===== src/rtl/fp16_add_scheduler_if.sv =====
// -----------------------------------------------------------------------------
// fp16_add_scheduler_if
//   Bundles every non-clock/reset signal of the shared FP16 adder scheduler.
//   There are three groups:
//     requester side : req_valid, req_a, req_b, req_ready
//     adder side     : add_start, add_fp1, add_fp2, add_done, add_result
//     result side    : res_valid, res_data, res_ready, plus busy / protocol_err
//   Per-requester buses are packed with requester i at [16i+15:16i].
//   modport slave  : the scheduler itself.
//   modport master : the environment (requesters, adder, result consumers).
// -----------------------------------------------------------------------------
interface fp16_add_scheduler_if #(
  parameter int NUM_REQ = 4
);
  // requester request channel
  logic [NUM_REQ-1:0]    req_valid;
  logic [NUM_REQ*16-1:0] req_a;
  logic [NUM_REQ*16-1:0] req_b;
  logic [NUM_REQ-1:0]    req_ready;

  // shared adder operand / result channel
  logic                  add_start;
  logic [15:0]           add_fp1;
  logic [15:0]           add_fp2;
  logic                  add_done;
  logic [15:0]           add_result;

  // per-requester result channel
  logic [NUM_REQ-1:0]    res_valid;
  logic [NUM_REQ*16-1:0] res_data;
  logic [NUM_REQ-1:0]    res_ready;

  // status
  logic                  busy;
  logic                  protocol_err;

  modport slave (
    input  req_valid, req_a, req_b,
    output req_ready,
    output add_start, add_fp1, add_fp2,
    input  add_done, add_result,
    output res_valid, res_data,
    input  res_ready,
    output busy, protocol_err
  );

  modport master (
    output req_valid, req_a, req_b,
    input  req_ready,
    input  add_start, add_fp1, add_fp2,
    output add_done, add_result,
    input  res_valid, res_data,
    output res_ready,
    input  busy, protocol_err
  );
endinterface


===== src/rtl/fp16_add_scheduler.sv =====
// -----------------------------------------------------------------------------
// fp16_add_scheduler
//   Time-shares one pipelined FP16 adder between NUM_REQ requesters.
//   Each cycle a round-robin arbiter grants at most one eligible requester.
//   The grant means a valid request with no operation outstanding.
//   The granted operands go to the adder with a one-cycle start strobe.
//   A tag pipeline remembers who owns each in-flight operation.
//   When the adder reports done, the result goes to the owner's result slot.
//   The slot holds the result until that requester accepts it.
//
// Ports
//   clk   : rising-edge clock
//   nRST  : asynchronous active-low reset, discards all in-flight work
//   bus   : fp16_add_scheduler_if.slave, which carries:
//     req_valid/req_a/req_b  in   per-requester operation request
//     req_ready              out  one-hot combinational grant
//     add_start/fp1/fp2      out  registered adder start + operands
//     add_done/add_result    in   adder completion strobe + result
//     res_valid/res_data     out  per-requester held result
//     res_ready              in   per-requester result accept
//     busy                   out  registered OR of pending flags
//     protocol_err           out  sticky: done/tag misalignment seen
//
// Parameters
//   NUM_REQ     : requester count (2..16), must match the interface
//   ADD_LATENCY : add_start -> add_done latency of the adder (1..8)
// -----------------------------------------------------------------------------
module fp16_add_scheduler #(
  parameter  int NUM_REQ     = 4,
  parameter  int ADD_LATENCY = 3,
  localparam int ID_W        = $clog2(NUM_REQ)
) (
  input  logic                       clk,
  input  logic                       nRST,
  fp16_add_scheduler_if.slave        bus
);

  // ---------------------------------------------------------------------------
  // State
  // ---------------------------------------------------------------------------
  logic                   add_start_q;
  logic [15:0]            add_fp1_q;
  logic [15:0]            add_fp2_q;
  logic [ID_W-1:0]        issue_id_q;     // owner of the op currently on add_start
  logic [ID_W-1:0]        rr_ptr_q;
  logic [NUM_REQ-1:0]     pending_q;
  logic [NUM_REQ-1:0]     pending_d;
  logic [NUM_REQ-1:0]     res_valid_q;
  logic [NUM_REQ-1:0]     res_valid_d;
  logic [15:0]            res_data_q [NUM_REQ];
  logic                   busy_q;
  logic                   protocol_err_q;

  logic [ADD_LATENCY-1:0] tag_vld_q;
  logic [ID_W-1:0]        tag_id_q [ADD_LATENCY];

  // ---------------------------------------------------------------------------
  // Arbitration
  // ---------------------------------------------------------------------------
  logic [NUM_REQ-1:0]     eligible;
  logic [ID_W-1:0]        cand_id [NUM_REQ];
  logic                   grant_vld;
  logic [ID_W-1:0]        grant_id;
  logic [ID_W-1:0]        rr_next;
  logic [NUM_REQ-1:0]     consume;

  assign eligible = bus.req_valid & ~pending_q;
  assign consume  = res_valid_q & bus.res_ready;

  // cand_id[k] is the requester inspected at search position k.
  // It is rr_ptr + k, wrapped modulo NUM_REQ.
  // NUM_REQ need not be a power of two, so the wrap is an explicit compare.
  generate
    for (genvar gi = 0; gi < NUM_REQ; gi++) begin : g_cand
      logic [ID_W:0] cand_sum;
      assign cand_sum    = {1'b0, rr_ptr_q} + (ID_W+1)'(gi);
      assign cand_id[gi] = (cand_sum >= (ID_W+1)'(NUM_REQ))
                           ? ID_W'(cand_sum - (ID_W+1)'(NUM_REQ))
                           : cand_sum[ID_W-1:0];
    end
  endgenerate

  // The loop runs from the far end back toward rr_ptr.
  // So the eligible requester nearest to rr_ptr is the last to assign, and it wins.
  always_comb begin
    grant_vld = 1'b0;
    grant_id  = '0;
    for (int k = NUM_REQ - 1; k >= 0; k--) begin
      if (eligible[cand_id[k]]) begin
        grant_vld = 1'b1;
        grant_id  = cand_id[k];
      end
    end
  end

  always_comb begin
    bus.req_ready = '0;
    if (grant_vld) begin
      bus.req_ready[grant_id] = 1'b1;
    end
  end

  assign rr_next = (grant_id == ID_W'(NUM_REQ - 1)) ? '0 : grant_id + 1'b1;

  // ---------------------------------------------------------------------------
  // Tag pipeline tail / writeback decode
  // ---------------------------------------------------------------------------
  // Stage 0 is loaded from the registered start strobe.
  // An op started in cycle S therefore reaches the tail in cycle S+ADD_LATENCY.
  // That is the cycle in which the adder raises add_done.
  logic            tail_vld;
  logic [ID_W-1:0] tail_id;
  logic            wb_fire;
  logic            proto_mismatch;

  assign tail_vld       = tag_vld_q[ADD_LATENCY-1];
  assign tail_id        = tag_id_q[ADD_LATENCY-1];
  assign wb_fire        = tail_vld & bus.add_done;
  // There are two error cases:
  //   - an expected result that never arrived
  //   - a result that nobody owns
  assign proto_mismatch = tail_vld ^ bus.add_done;

  // ---------------------------------------------------------------------------
  // Pending / result-valid next state
  // ---------------------------------------------------------------------------
  // Grant, writeback and consume may each touch a different requester in one cycle.
  // They cannot hit the same requester:
  //   - a pending requester is never granted
  //   - a slot is only written while its owner is pending and not yet holding a result
  always_comb begin
    pending_d   = pending_q & ~consume;
    res_valid_d = res_valid_q & ~consume;
    if (grant_vld) begin
      pending_d[grant_id] = 1'b1;
    end
    if (wb_fire) begin
      res_valid_d[tail_id] = 1'b1;
    end
  end

  // ---------------------------------------------------------------------------
  // Issue, arbitration pointer, bookkeeping
  // ---------------------------------------------------------------------------
  always_ff @(posedge clk or negedge nRST) begin
    if (!nRST) begin
      add_start_q    <= 1'b0;
      add_fp1_q      <= '0;
      add_fp2_q      <= '0;
      issue_id_q     <= '0;
      rr_ptr_q       <= '0;
      pending_q      <= '0;
      res_valid_q    <= '0;
      busy_q         <= 1'b0;
      protocol_err_q <= 1'b0;
    end else begin
      add_start_q <= grant_vld;
      if (grant_vld) begin
        add_fp1_q  <= bus.req_a[{grant_id, 4'h0} +: 16];
        add_fp2_q  <= bus.req_b[{grant_id, 4'h0} +: 16];
        issue_id_q <= grant_id;
        rr_ptr_q   <= rr_next;
      end
      pending_q   <= pending_d;
      res_valid_q <= res_valid_d;
      busy_q      <= |pending_d;
      if (proto_mismatch) begin
        protocol_err_q <= 1'b1;
      end
    end
  end

  // ---------------------------------------------------------------------------
  // Tag pipeline: {valid, owner id}, shifted every cycle
  // ---------------------------------------------------------------------------
  always_ff @(posedge clk or negedge nRST) begin
    if (!nRST) begin
      tag_vld_q <= '0;
      for (int k = 0; k < ADD_LATENCY; k++) begin
        tag_id_q[k] <= '0;
      end
    end else begin
      tag_vld_q[0] <= add_start_q;
      tag_id_q[0]  <= issue_id_q;
      for (int k = 1; k < ADD_LATENCY; k++) begin
        tag_vld_q[k] <= tag_vld_q[k-1];
        tag_id_q[k]  <= tag_id_q[k-1];
      end
    end
  end

  // ---------------------------------------------------------------------------
  // Per-requester result slots
  // ---------------------------------------------------------------------------
  // A slot is only written on writeback to its own id.
  // So a held, unaccepted result stays stable until it is consumed.
  generate
    for (genvar gi = 0; gi < NUM_REQ; gi++) begin : g_slot
      always_ff @(posedge clk or negedge nRST) begin
        if (!nRST) begin
          res_data_q[gi] <= '0;
        end else if (wb_fire && (tail_id == ID_W'(gi))) begin
          res_data_q[gi] <= bus.add_result;
        end
      end
      assign bus.res_data[gi*16 +: 16] = res_data_q[gi];
    end
  endgenerate

  // ---------------------------------------------------------------------------
  // Outputs
  // ---------------------------------------------------------------------------
  assign bus.add_start    = add_start_q;
  assign bus.add_fp1      = add_fp1_q;
  assign bus.add_fp2      = add_fp2_q;
  assign bus.res_valid    = res_valid_q;
  assign bus.busy         = busy_q;
  assign bus.protocol_err = protocol_err_q;

endmodule


===== src/flat_wrapper.sv =====
// flat-port wrapper written by rule: the top's interface ports become plain ports
module fp16_add_scheduler_flat 
#(
  parameter  int NUM_REQ     = 4,
  parameter  int ADD_LATENCY = 3,
  localparam int ID_W        = $clog2(NUM_REQ)
)
  (clk, nRST, bus_req_valid, bus_req_a, bus_req_b, bus_req_ready, bus_add_start, bus_add_fp1, bus_add_fp2, bus_add_done, bus_add_result, bus_res_valid, bus_res_data, bus_res_ready, bus_busy, bus_protocol_err);
  fp16_add_scheduler_if #(.NUM_REQ(NUM_REQ)) bus_i ();
  input  logic clk;
  input  logic nRST;
  input wire logic [$bits(bus_i.req_valid)-1:0] bus_req_valid;
  input wire logic [$bits(bus_i.req_a)-1:0] bus_req_a;
  input wire logic [$bits(bus_i.req_b)-1:0] bus_req_b;
  output wire logic [$bits(bus_i.req_ready)-1:0] bus_req_ready;
  output wire logic [$bits(bus_i.add_start)-1:0] bus_add_start;
  output wire logic [$bits(bus_i.add_fp1)-1:0] bus_add_fp1;
  output wire logic [$bits(bus_i.add_fp2)-1:0] bus_add_fp2;
  input wire logic [$bits(bus_i.add_done)-1:0] bus_add_done;
  input wire logic [$bits(bus_i.add_result)-1:0] bus_add_result;
  output wire logic [$bits(bus_i.res_valid)-1:0] bus_res_valid;
  output wire logic [$bits(bus_i.res_data)-1:0] bus_res_data;
  input wire logic [$bits(bus_i.res_ready)-1:0] bus_res_ready;
  output wire logic [$bits(bus_i.busy)-1:0] bus_busy;
  output wire logic [$bits(bus_i.protocol_err)-1:0] bus_protocol_err;
  assign bus_i.req_valid = bus_req_valid;
  assign bus_i.req_a = bus_req_a;
  assign bus_i.req_b = bus_req_b;
  assign bus_req_ready = bus_i.req_ready;
  assign bus_add_start = bus_i.add_start;
  assign bus_add_fp1 = bus_i.add_fp1;
  assign bus_add_fp2 = bus_i.add_fp2;
  assign bus_i.add_done = bus_add_done;
  assign bus_i.add_result = bus_add_result;
  assign bus_res_valid = bus_i.res_valid;
  assign bus_res_data = bus_i.res_data;
  assign bus_i.res_ready = bus_res_ready;
  assign bus_busy = bus_i.busy;
  assign bus_protocol_err = bus_i.protocol_err;
  fp16_add_scheduler #(.NUM_REQ(NUM_REQ), .ADD_LATENCY(ADD_LATENCY)) u_core (.clk(clk), .nRST(nRST), .bus(bus_i));
endmodule

===== config.mk =====
export PLATFORM = sky130hd
export DESIGN_NAME = fp16_add_scheduler_flat
export DESIGN_NICKNAME = d
export VERILOG_FILES = /design/src/rtl/fp16_add_scheduler_if.sv /design/src/rtl/fp16_add_scheduler.sv /design/src/flat_wrapper.sv
export SDC_FILE = /design/constraint.sdc
export NUM_CORES = 1
export LEC_CHECK = 0
export ABC_AREA = 1
export CAP_MARGIN = 10
export CORE_ASPECT_RATIO = 0.8
export CORE_MARGIN = 2
export CORE_UTILIZATION = 43
export CTS_BUF_LIST = sky130_fd_sc_hd__clkbuf_16
export CTS_CLUSTER_DIAMETER = 30
export DETAILED_ROUTE_END_ITERATION = 10
export MAX_ROUTING_LAYER = met4
export PLACE_DENSITY = 0.82
export SLEW_MARGIN = 20
export SYNTH_ARGS = -nofsm -noshare
export SYNTH_HDL_FRONTEND = slang
export SYNTH_SLANG_ARGS = --single-unit

===== constraint.sdc =====
create_clock -name clk -period 2.1 [get_ports clk]
set_input_delay 0.21 -clock clk [delete_from_list [all_inputs] [get_ports clk]]
set_output_delay 0.21 -clock clk [all_outputs]
set_load 0.03 [all_outputs]

==> results.json <==
{
  "layout_setup_ws_ns": -0.271,
  "synthDominantCellAreaShare_pct": 48.6,
  "finalHoldViolCount": 0,
  "antenna_found_initial": 0,
  "swShare_pct": 47.2,
  "yosysWarnings": 0,
  "layout.cells.non_filler": 1325,
  "endpoint_kind": "primary output",
  "relSlewSlack_pct": 71.8,
  "ios": 262,
  "die-area_um2": 15400,
  "worstSkewPairLatency_ns": 0.41,
  "synth-seq-area-share_pct": 48.6,
  "critPathRequiredTime_ns": 1.89,
  "cts.path.max_buffers": 2,
  "cts_tree": "built",
  "synth.ff_latch_count": 120,
  "start_util_pct": 43.7,
  "fin_nets": 1286,
  "pwr-share-comb_pct": 65.0,
  "die_w_um": 138,
  "drive_gt1_share_pct": 9.29,
  "overflow": 0,
  "drv_slew": 0,
  "cpLargestDelayFamily": "simple AND/OR/NAND/NOR gates",
  "power.share.clock_pct": 13.6,
  "ctsRootBufferMaster": "clkbuf_16",
  "grt_pass1_vias": 6344,
  "vias_per_cell": 4.92,
  "place.gp.congestion": 0.861,
  "coreArea_um2": 14200,
  "diodes": 0,
  "synth.avg_cell_area_um2": 7.20,
  "grt_max_degree": 62,
  "p_seq_share_pct": 21.4,
  "cts_made_buffers": 17,
  "clock_skew_ns": 0.00854,
  "dr.pass1.iters": 4,
  "drtIter0Drc": 402,
  "intPower_mw": 10.1,
  "routedWlPerCell_um": 14.6,
  "cpPeakStageDelay_ns": 0.50,
  "worstSetupStartpointType": "flip-flop",
  "die_y_um": 111,
  "crit_cells": 13,
  "worst_path_max_delay_cell": "dfrtp_2",
  "clkTransAtPathRegs_ns": 0.05,
  "crit_buf_inv": 4,
  "syn_inst": 858,
  "grt_usage_pct": 25.7,
  "hpwl_um": 13300,
  "netSwitchingPower_mw": 9.09,
  "setup_viol": 23,
  "power.density_nw_per_um2": 1940,
  "fin_crit_sh_pct": 113,
  "ys_top_cells_by_area": "dfrtp_1 (49%), nand2_1 (18%), nand3_1 (11%), inv_1 (9.7%), o21ai_0 (5.6%)",
  "rsz0062_at_grt": "true",
  "area_growth_pct": 60.3,
  "place_inst": 1281,
  "routed-via-count": 6515,
  "synth.distinct_cells": 22,
  "routed_wl_um": 19300,
  "io_buffers": 261,
  "max-cap-violations": 0,
  "post-place-ws_ns": -0.0987,
  "ant_nets": 0,
  "h-tree-depth": 4,
  "worst_slew_pin_slew_ns": 0.423,
  "synthesis.area_um2": 6180,
  "max_freq_mhz": 422,
  "r2r_cells": 16,
  "crit_path_cell_trace": "inv_4 -> nand3_2 -> nand2_2 -> nand2_1 -> nand2_1 -> nand3_1 -> nand3_2 -> nand2_4 -> inv_4 -> ha_4 -> nand2_4 -> inv_2 -> buf_6",
  "leakagePower_nw": 5.15,
  "hold_path_class": "in -> async",
  "path_max_fanout": 8,
  "status": "finished, violations left",
  "num_rows": 39,
  "clock_sinks": 120,
  "synth_top_area_cell": "dfrtp_1",
  "drcViolationCount": 0,
  "worstSetupPathType": "reg -> out",
  "syn_nets": 1015,
  "peakVddDrop_mv": 1.35,
  "min_period_ns": 2.37,
  "arrival_ns": 2.16,
  "grt_pass1_wl_um": 30800,
  "failed_checks": "setup timing"
}
==> state kept, by name, summed over array words and instances, names as in the netlist <==
| signal | cells |
|---|---|
| u_core.bus.res_valid | 4 |
| u_core.bus.add_fp2 | 16 |
| u_core.bus.add_start | 1 |
| u_core.bus.busy | 1 |
| u_core.issue_id_q | 2 |
| u_core.rr_ptr_q | 2 |
| u_core.tail_id | 2 |
| u_core.bus.add_fp1 | 16 |
| u_core.bus.protocol_err | 1 |
| u_core.tag_id_q | 4 |
| u_core.pending_q | 4 |
| u_core.bus.res_data | 64 |
| u_core.tag_vld_q | 3 |
==> layout by cell type (no fill, tap or decap), types with 3 or more instances in the layout <==
| cell | instances |
|---|---|
| inv_2 | 3 |
| nand2_1 | 284 |
| nand2_4 | 3 |
| nor2_1 | 4 |
| nand3_2 | 5 |
| clkinv_2 | 3 |
| clkdlybuf4s50_1 | 256 |
| dfrtp_1 | 119 |
| nand3_1 | 136 |
| buf_12 | 9 |
| clkinv_1 | 3 |
| o21ai_0 | 69 |
| clkbuf_16 | 20 |
| inv_4 | 3 |
| nand2_2 | 12 |
| nor2_2 | 3 |
| buf_4 | 23 |
| buf_6 | 6 |
| inv_1 | 159 |
==> worst register-to-register path, cell delays in order (launching register included) <==
cell and delay [ns]:
dfrtp_2 0.50, inv_4 0.13, nand3_2 0.08, nand2_2 0.10
nand2_1 0.10, nand2_2 0.10, inv_1 0.04, nand2_1 0.08
nand2_2 0.09, nand2_4 0.11, buf_4 0.20, buf_12 0.17
nand2_1 0.08, nand3_1 0.10, nand2_1 0.07, nand2_1 0.05
nand2_1 0.04
==> cells by family (layout without fill, tap and decap cells) <==
family / count (synthesis) / count (layout) / share of synthesized area, %
AND/OR/NAND/NOR: 450 / 450 / 30.5
buffers and inverters: 211 / 494 / 14.2
flip-flops: 120 / 120 / 48.6
AO/OA/AOI/OAI: 73 / 73 / 6.01
adder cells (fa/ha/maj): 2 / 2 / 0.405
XOR/XNOR: 2 / 2 / 0.284
==> synthesized netlist by cell type, drive strengths merged <==
cell    instances
buf            29
clkbuf         18
or2             1
inv           164
nand2         299
dfrtp         120
o21bai          1
xnor2           1
nand3         141
a21oi           1
ha              2
nor2            9
xor2            1
o21ai          71
==> power by group through the flow <==
stage                     Sequential (mW)  Clock, mW  Combinational (mW)
after floorplan                      5.77          0                5.41
after global placement               4.07          0                11.0
after detailed placement             4.10          0                11.3
after CTS                            4.11       2.67                11.9
after global routing                 4.25       2.78                13.6
final                                4.11       2.62                12.5
==> metal layers <==
metal | wire, um | global-route usage (%) | share of wire, % | vias up
li1 | - | - | - | 3160
met1 | 7960 | 30.8 | 41 | 3055
met2 | 9640 | 43.2 | 50 | 273
met3 | 1470 | 6.48 | 7.6 | 27
met4 | 274 | 7.41 | 1.4 | 0
met5 | 0 | - | 0 | -
==> what timing repair did <==
action / CTS / global route
cloned: 1 / 3
buffers inserted: 6 / 4
resized for setup: 28 / 13
hold buffers: 1 / 0
hold endpoints to repair: 31 / 0
pin swaps: 8 / 13
setup endpoints to repair: 20 / 37
==> layout make-up <==
| class | count | area (um2) |
|---|---|---|
| multi-input combinational | 527 | 2410 |
| clock buffer | 17 | 425 |
| sequential | 120 | 3000 |
| clock inverter | 14 | 110 |
| timing repair buffer | 299 | 3100 |
| tap | 184 | 230 |
| inverter | 164 | 623 |
| fill | 1167 | 4250 |
==> worst paths after layout <==
check                                         from                 endpoint  slack, ns
max in group asynchronous                     nRST    u_core.bus.add_fp1[5]       1.08
worst min-delay path                          nRST  u_core.bus.res_data[39]       0.29
worst max-delay path            u_core.rr_ptr_q[0]         bus_req_ready[2]      -0.27
min in group clk                u_core.tag_id_q[5]       u_core.tag_id_q[3]       0.35
worst max register to register  u_core.rr_ptr_q[0]    u_core.bus.add_fp1[7]      -0.06
worst min register to register  u_core.tag_id_q[5]       u_core.tag_id_q[3]       0.35
==> metrics by stage <==
| step | hold slack [ns] | setup TNS (ns) | power [mW] | cell area (um2) | util (%) |
|---|---|---|---|---|---|
| after floorplan | -0.0856 | 0 | 11.2 | 6180 | - |
| after global placement | 0.174 | -0.0269 | 15.1 | 9040 | 63.9 |
| after detailed placement | 0.176 | -1.70 | 15.4 | 9040 | 63.9 |
| after CTS | 0.275 | -0.892 | 18.7 | 9770 | 69.0 |
| after global routing | 0.299 | -6.65 | 20.6 | 9900 | 70.0 |
| final | 0.286 | -1.46 | 19.2 | 9900 | 70.0 |
(Power assumes the default switching activity.)
